[src/rtl/path_player.sv]
// path_player: replays a solver move stream across the maze grid,
// checking each step against maze memory for walls, exits and goal.
//
// Ports:
//   clk, rst          clock (rising) / async active-low reset
//   start             restart replay from the start cell
//   move_valid/ready  move handshake; move_in 00=up 01=right 10=left 11=down
//   move_last         final move of the sequence
//   addr, dout        maze memory {row,col} address / wall bit (1=wall)
//   row, col          committed position
//   pos_valid         pulse on a committed legal step
//   step_count        legal steps committed, saturating at 255
//   done_o, fail_o    sticky goal-reached / illegal-path flags
module path_player #(
  parameter int ADDR_WIDTH = 8,
  parameter int START_ROW  = 0,
  parameter int START_COL  = 0,
  parameter int GOAL_ROW   = 2**(ADDR_WIDTH/2)-1,
  parameter int GOAL_COL   = 2**(ADDR_WIDTH/2)-1
) (
  input  logic                    clk,
  input  logic                    rst,
  input  logic                    start,
  input  logic                    move_valid,
  input  logic [1:0]              move_in,
  input  logic                    move_last,
  output logic                    move_ready,
  output logic [ADDR_WIDTH-1:0]   addr,
  input  logic                    dout,
  output logic [ADDR_WIDTH/2-1:0] row,
  output logic [ADDR_WIDTH/2-1:0] col,
  output logic                    pos_valid,
  output logic [7:0]              step_count,
  output logic                    done_o,
  output logic                    fail_o
);

  localparam int HW = ADDR_WIDTH / 2;

  localparam logic [HW-1:0] L_SR  = HW'(START_ROW);
  localparam logic [HW-1:0] L_SC  = HW'(START_COL);
  localparam logic [HW-1:0] L_GR  = HW'(GOAL_ROW);
  localparam logic [HW-1:0] L_GC  = HW'(GOAL_COL);
  localparam logic [HW-1:0] L_ONE = HW'(1);
  localparam logic [HW-1:0] L_MAX = '1;

  typedef enum logic [2:0] {
    S_IDLE,
    S_WAIT,
    S_CHECK,
    S_DONE,
    S_FAIL
  } state_t;

  state_t          r_state;
  logic [HW-1:0]   r_row;
  logic [HW-1:0]   r_col;
  logic [HW-1:0]   r_cand_row;
  logic [HW-1:0]   r_cand_col;
  logic            r_last;
  logic            r_ready;
  logic            r_pos_valid;
  logic [7:0]      r_step;
  logic            r_done;
  logic            r_fail;

  logic [HW-1:0]   w_nrow;
  logic [HW-1:0]   w_ncol;
  logic            w_oob;
  logic            w_goal;
  logic            w_accept;

  // Candidate cell from the current position; edges are rejected
  // rather than wrapped.
  always_comb begin
    w_nrow = r_row;
    w_ncol = r_col;
    w_oob  = 1'b0;
    unique case (move_in)
      2'b00: begin
        w_oob  = (r_row == '0);
        w_nrow = r_row - L_ONE;
      end
      2'b01: begin
        w_oob  = (r_col == L_MAX);
        w_ncol = r_col + L_ONE;
      end
      2'b10: begin
        w_oob  = (r_col == '0);
        w_ncol = r_col - L_ONE;
      end
      2'b11: begin
        w_oob  = (r_row == L_MAX);
        w_nrow = r_row + L_ONE;
      end
      default: ;
    endcase
  end

  assign w_goal   = (r_cand_row == L_GR) && (r_cand_col == L_GC);
  assign w_accept = move_valid && r_ready;

  always_ff @(posedge clk or negedge rst) begin
    if (!rst) begin
      r_state     <= S_IDLE;
      r_row       <= L_SR;
      r_col       <= L_SC;
      r_cand_row  <= L_SR;
      r_cand_col  <= L_SC;
      r_last      <= 1'b0;
      r_ready     <= 1'b0;
      r_pos_valid <= 1'b0;
      r_step      <= 8'd0;
      r_done      <= 1'b0;
      r_fail      <= 1'b0;
    end else begin
      r_pos_valid <= 1'b0;
      if (start) begin
        // Restart wins over everything, dropping any in-flight move.
        r_state    <= S_WAIT;
        r_row      <= L_SR;
        r_col      <= L_SC;
        r_cand_row <= L_SR;
        r_cand_col <= L_SC;
        r_last     <= 1'b0;
        r_ready    <= 1'b1;
        r_step     <= 8'd0;
        r_done     <= 1'b0;
        r_fail     <= 1'b0;
      end else begin
        unique case (r_state)
          S_IDLE: ;
          S_WAIT: begin
            if (w_accept) begin
              r_last  <= move_last;
              r_ready <= 1'b0;
              if (w_oob) begin
                r_state <= S_FAIL;
                r_fail  <= 1'b1;
              end else begin
                r_cand_row <= w_nrow;
                r_cand_col <= w_ncol;
                r_state    <= S_CHECK;
              end
            end
          end
          S_CHECK: begin
            if (dout) begin
              r_state <= S_FAIL;
              r_fail  <= 1'b1;
            end else begin
              r_row       <= r_cand_row;
              r_col       <= r_cand_col;
              r_pos_valid <= 1'b1;
              if (r_step != 8'hFF) begin
                r_step <= r_step + 8'd1;
              end
              // Reaching the goal outranks a latched last flag.
              if (w_goal) begin
                r_state <= S_DONE;
                r_done  <= 1'b1;
              end else if (r_last) begin
                r_state <= S_FAIL;
                r_fail  <= 1'b1;
              end else begin
                r_state <= S_WAIT;
                r_ready <= 1'b1;
              end
            end
          end
          S_DONE: ;
          S_FAIL: ;
          default: begin
            r_state <= S_IDLE;
            r_ready <= 1'b0;
          end
        endcase
      end
    end
  end

  assign move_ready = r_ready;
  assign addr       = {r_cand_row, r_cand_col};
  assign row        = r_row;
  assign col        = r_col;
  assign pos_valid  = r_pos_valid;
  assign step_count = r_step;
  assign done_o     = r_done;
  assign fail_o     = r_fail;

endmodule

[config.mk]
export PLATFORM = sky130hd
export DESIGN_NAME = path_player
export DESIGN_NICKNAME = d
export VERILOG_FILES = /design/src/rtl/path_player.sv
export SDC_FILE = /design/constraint.sdc
export NUM_CORES = 1
export LEC_CHECK = 0
export BUFFER_PORTS_ARGS = -buffer_cell sky130_fd_sc_hd__buf_2
export CORE_MARGIN = 2
export CORE_UTILIZATION = 40
export DETAILED_ROUTE_END_ITERATION = 8
export MAX_ROUTING_LAYER = met4
export SETUP_SLACK_MARGIN = 0.15
export SLEW_MARGIN = 10
export SYNTH_ARGS = -nofsm -noshare
export SYNTH_HDL_FRONTEND = slang
export SYNTH_SLANG_ARGS = --single-unit
[constraint.sdc]
create_clock -name clk -period 2.1 [get_ports clk]
set_clock_uncertainty 0.05 [all_clocks]
set_input_delay 0.105 -clock clk [delete_from_list [all_inputs] [get_ports clk]]
set_output_delay 0.105 -clock clk [all_outputs]
set_load 0.05 [all_outputs]
**Word-level counts from Yosys, hierarchy flattened**

Index checks and enable logic that the tools add are counted.

- Flip-flop bits (word level): 32
- Bits in latches: 0
- Memory bits (writable): 0
- Bits in read-only memories: 0
- Logic and storage cells: 110
- Memories: 0

- Add/sub/neg operators: 5
- $mul: 0
- Div/mod/pow operators: 0
- Order comparisons: 0
- Equality and inequality tests: 22
- Shift-type cells: 0
- Mux-type cells: 51
- Bitwise operators: 0
- Reduce and logical (&&, ||, !) cells: 21

Operators with widths:

| kind | count |
|---|---|
| 4-bit 2-to-1 mux | 14 |
| 8-bit 2-to-1 mux | 4 |
| 1-bit 2-to-1 mux | 21 |
| 3-bit 2-to-1 mux | 6 |
| 4-bit equality test (second input constant) | 4 |
| 4-bit case mux with 2 select lines | 2 |
| 3-bit inequality test (second input constant) | 5 |
| 5-bit AND reduction | 2 |
| 2-bit nonzero test | 5 |
| 3-bit case mux with 3 select lines | 1 |
| 3-bit AND reduction | 3 |
| 4-bit by 1-bit adder with 4-bit output (second input constant) | 2 |
| 8-bit by 1-bit adder with 8-bit output (second input constant) | 1 |
| 4-bit logical NOT | 2 |
| 4-bit inequality test (second input constant) | 2 |
| 8-bit inequality test (second input constant) | 1 |
| 4-bit by 1-bit subtractor with 4-bit output (second input constant) | 2 |
| 3-bit by 2-bit equality test with 1-bit output (second input constant) | 2 |
| 2-bit AND reduction | 3 |
| 2-bit equality test (second input constant) | 2 |
| 2-bit inequality test (second input constant) | 2 |
| 1-bit case mux with 4 select lines | 1 |
| 3-bit by 1-bit equality test with 1-bit output (second input constant) | 1 |
| 3-bit equality test (second input constant) | 1 |
| 9 further kinds | 10 |

**Depth between registers and ports, before layout**

- Depth after elaboration: 6
- Mapped depth: 8
- Mapped depth without buffers: 8

**Worst setup path after synthesis**

OpenSTA, ideal clock, no wires.

- Kind: register to register
- Start point: reg r_col[1] (netlist: col[1])
- End point: reg r_fail (netlist: fail_o)
- Library setup time: 119 ps
- Arrival time: 1983 ps
- Required time: 1931 ps
- Slack: -53 ps
- Cell stages (with the launch flop): 6
- Path buffers: 0
- Clock period less this slack: 2153 ps
- Cell sequence: dfrtp_1 and4b_1 and4_4 or4_4 a21o_1 o21a_1

- Longest elaborated chain between the ends: 4
- Elaborated cells between the ends (all ways): 5

Ends and longest elaborated chain:

| what | RTL line | text |
|---|---|---|
| start, declared | 57 | `logic [HW-1:0] r_col;` |
| start signal, assigned | 153 | `r_col <= r_cand_col;` |
| 4-bit equality test / 4-bit logical NOT (equally long branches) | 85, 89 |  |
| 1-bit case mux with 4 select lines (*) | 79 | `unique case (move_in)` |
| 3-bit inequality test (no line) (*) | n/a |  |
| 5-bit AND reduction (no line) (*) | n/a |  |
| end signal, assigned | 115 | `r_fail <= 1'b0;` |
| end signal, assigned | 129 | `r_fail <= 1'b0;` |
| end signal, assigned | 139 | `r_fail <= 1'b1;` |
| end, declared | 65 | `logic r_fail;` |

Mark *: on every way between the ends. The rest lies on a longest branch, timed or not.
A chain may end at the register's enable or synchronous reset.

**Final worst setup path**

Ends and elaborated chain as after synthesis.

==> impl_metrics.json <==
{
  "ys_types": 42,
  "cp-start-kind": "flip-flop",
  "period_needed_ps": 1869,
  "post_cts_buffers": 0,
  "post_drt_wl_per_cell_um": 14.60,
  "yosysTopAreaCell": "dfrtp_1",
  "final.period_utilization_pct": 89.00,
  "n_antenna_cell": 0,
  "netlist_top_cells_area": "dfrtp_1 (42%), a21oi_1 (7.2%), ha_1 (6.0%), nand2_1 (5.2%), nor2_1 (3.6%)",
  "clk_latency_ps": 280,
  "cts.htree.levels": 2,
  "endpoint_kind": "flip-flop",
  "numCtsBuffers": 5,
  "required_ps": 2220,
  "overflow": 0,
  "cp.arrival_ps": 1990,
  "drtPass1Iterations": 4,
  "drv_cap": 0,
  "dieWidth_um": 72.73,
  "cts-root-buf": "clkbuf_8",
  "ys_ff_latch": 32,
  "drtIter0Drc": 90,
  "vdd_drop_max_mv": 0.3577,
  "grt_pass1_wl_um": 7376,
  "drc": 0,
  "routabilityCongestion": 0.7900,
  "fin_area_sq_um": 2271,
  "nFillCells": 454,
  "grt_max_degree": 33,
  "antenna_found_initial": 0,
  "syn_area_sq_um": 1889,
  "power_leakage_nw": 1.063,
  "hp-class": "primary input to flip-flop",
  "die_y_um": 72.73,
  "path_clk_slew_ps": 70,
  "finalNetCount": 263,
  "core_sq_um": 4629,
  "synthArstFlopShare_pct": 100.0,
  "cts_buffer_depth": 2,
  "critPathKind": "flip-flop to flip-flop",
  "synth_top_area_share_pct": 42.38,
  "post_dp_cell_area_sq_um": 2157,
  "power-per-cell-area_nw_per_um2": 678.4,
  "io_pins": 36,
  "clkSinkCount": 32,
  "worst_pin_slew_ps": 718.2,
  "synth-edff-count": 0,
  "die-area_sq_um": 5289,
  "postRouteAntennaNets": 0,
  "max_slew_margin_pct": 52.12,
  "synthesis.instances": 202,
  "rsz0062_at_grt": "yes",
  "hold_violations": 0,
  "setup_viol": 0,
  "num_rows": 25,
  "grt_pass1_vias": 1526,
  "num_vias": 1615,
  "initial_utilization_pct": 40.81,
  "ys_seq_area_share_pct": 42.38,
  "final.setup.tns_ps": 0,
  "timing.fmax_mhz": 535.1,
  "area_delta_synth_final_pct": 20.20,
  "synth.avg_cell_area_sq_um": 9.353,
  "syn_nets": 221,
  "ys.flop_type": "dfrtp_1",
  "totalWireLength_um": 4364,
  "drive_above_1_share_pct": 26.53,
  "track_usage_pct": 18.53,
  "tritoncts": "yes",
  "path_max_fanout": 7,
  "status": "finished, final reports clean",
  "ys_warn_count": 0,
  "dpl.hpwl_um": 3180,
  "viasPerCell": 5.401,
  "report.final.slew_viol_count": 0,
  "port-buffer-count": 35
}
where the power goes:
part | internal [W] | switching, W | leakage [nW] | total [W]
registers | 0.000652 | 0.0000422 | 0.425 | 0.000695
logic | 0.000122 | 0.000239 | 0.593 | 0.000361
clock network | 0.000267 | 0.000218 | 0.0455 | 0.000485
registers in the layout, summed over array words and instances (netlist names):
register	cells
row	4
r_cand_col	4
col	4
r_state	3
pos_valid	1
move_ready	1
r_cand_row	4
step_count	8
r_last	1
fail_o	1
done_o	1
final timing paths:
| check | start | end | slack [ps] | depth (start not counted) |
|---|---|---|---|---|
| max in group asynchronous | rst | col[3]$_DFFE_PN0P_ | 1130 | 2 |
| hold reg to reg | done_o$_DFFE_PN0P_ | done_o$_DFFE_PN0P_ | 470 | 2 |
| setup reg to reg | col[1]$_DFFE_PN0P_ | fail_o$_DFFE_PN0P_ | 230 | 5 |
| setup / recovery | col[1]$_DFFE_PN0P_ | fail_o$_DFFE_PN0P_ | 230 | 5 |
| hold / removal | dout | pos_valid$_DFF_PN0_ | 140 | 3 |
| min in group asynchronous | rst | r_cand_row[1]$_DFFE_PN0P_ | 360 | 2 |
final cells by class:
type	instances	area (sq um)	share of cell area [%]
Multi-Input combinational cell	155	1032	45.45
Clock buffer	8	90.09	3.967
Timing Repair Buffer	44	247.7	10.91
Sequential cell	32	810.8	35.70
Tap cell	54	67.56	2.975
Inverter	6	22.52	0.9917
worst max-delay path, stage by stage (launching register included):
cell	delay [ps]
dfrtp_2	470
and4b_1	190
and4_4	150
or4_4	550
a21o_1	190
o21a_1	160
per-layer routing:
layer  GRT usage [%]  vias up  wire [um]
met5               -        -          0
met4           5.144        0         29
met3           3.867        4        130
met2           27.78       28       2011
met1           25.53      780       2192
li1                -      803          -
synth_stat cells, types with 2 or more instances:
cell type / count
nand4_1: 3
nand3_1: 8
clkbuf_1: 6
xor2_1: 6
o21ai_0: 6
mux2i_1: 3
ha_1: 9
nor2_1: 18
inv_1: 6
xnor2_1: 5
a21o_1: 3
nor3_1: 4
fa_1: 2
and3_1: 3
nand2b_1: 2
nand2_1: 26
a211oi_1: 7
dfrtp_1: 32
a21oi_1: 27
and4_1: 2
or4b_1: 2
buf_2: 2
logic make-up (layout without fill, tap and decap cells):
logic type      after synthesis  count (layout)  synth area share [%]
simple gates                 81              81                 23.38
xor+xnor                     11              11                 5.099
fa+ha+maj                    11              11                 8.080
mux                           3               3                 1.589
buf+inv                      15              58                 3.178
compound gates               49              49                 16.29
flops                        32              32                 42.38
stage by stage:
step           instances  setup WS [ps]  hold WS, ps  total power (W)  util [%]
2_1_floorplan        202          104.7       -240.6        0.0009497         -
3_3_place_gp         289          161.1        157.9         0.001063     46.59
3_5_place_dp         289          130.9        160.0         0.001063     46.59
4_1_cts              299          170.5        140.2         0.001553     48.97
5_1_grt              299          141.2        148.9         0.001624     49.05
6_report             299          231.1        143.1         0.001541     49.05
placed cells by master, fill, tap and decap left out, drive strengths merged, types with 2 or more instances in the layout:
| cell type | synthesis | routed |
|---|---|---|
| xnor2 | 5 | 5 |
| a21o | 3 | 3 |
| a211oi | 7 | 7 |
| ha | 9 | 9 |
| mux2i | 3 | 3 |
| nor3 | 5 | 5 |
| or4b | 2 | 2 |
| buf | 2 | 42 |
| nor2 | 19 | 19 |
| nand3 | 9 | 9 |
| nand2 | 26 | 26 |
| a21oi | 27 | 27 |
| fa | 2 | 2 |
| dlygate4sd3 | 0 | 2 |
| clkbuf | 7 | 8 |
| inv | 6 | 6 |
| a311oi | 2 | 2 |
| o21ai | 6 | 6 |
| nand4 | 3 | 3 |
| and3 | 3 | 3 |
| dfrtp | 32 | 32 |
| xor2 | 6 | 6 |
| and4 | 3 | 3 |
| nand2b | 2 | 2 |
what timing repair did:
item / in CTS / in global routing
gates resized for setup: 0 / 1
hold buffers: 2 / 0
setup endpoints to repair: 0 / 14
endpoints found under the hold margin: 33 / 0
No activity file was read; power rests on OpenSTA's default activity.
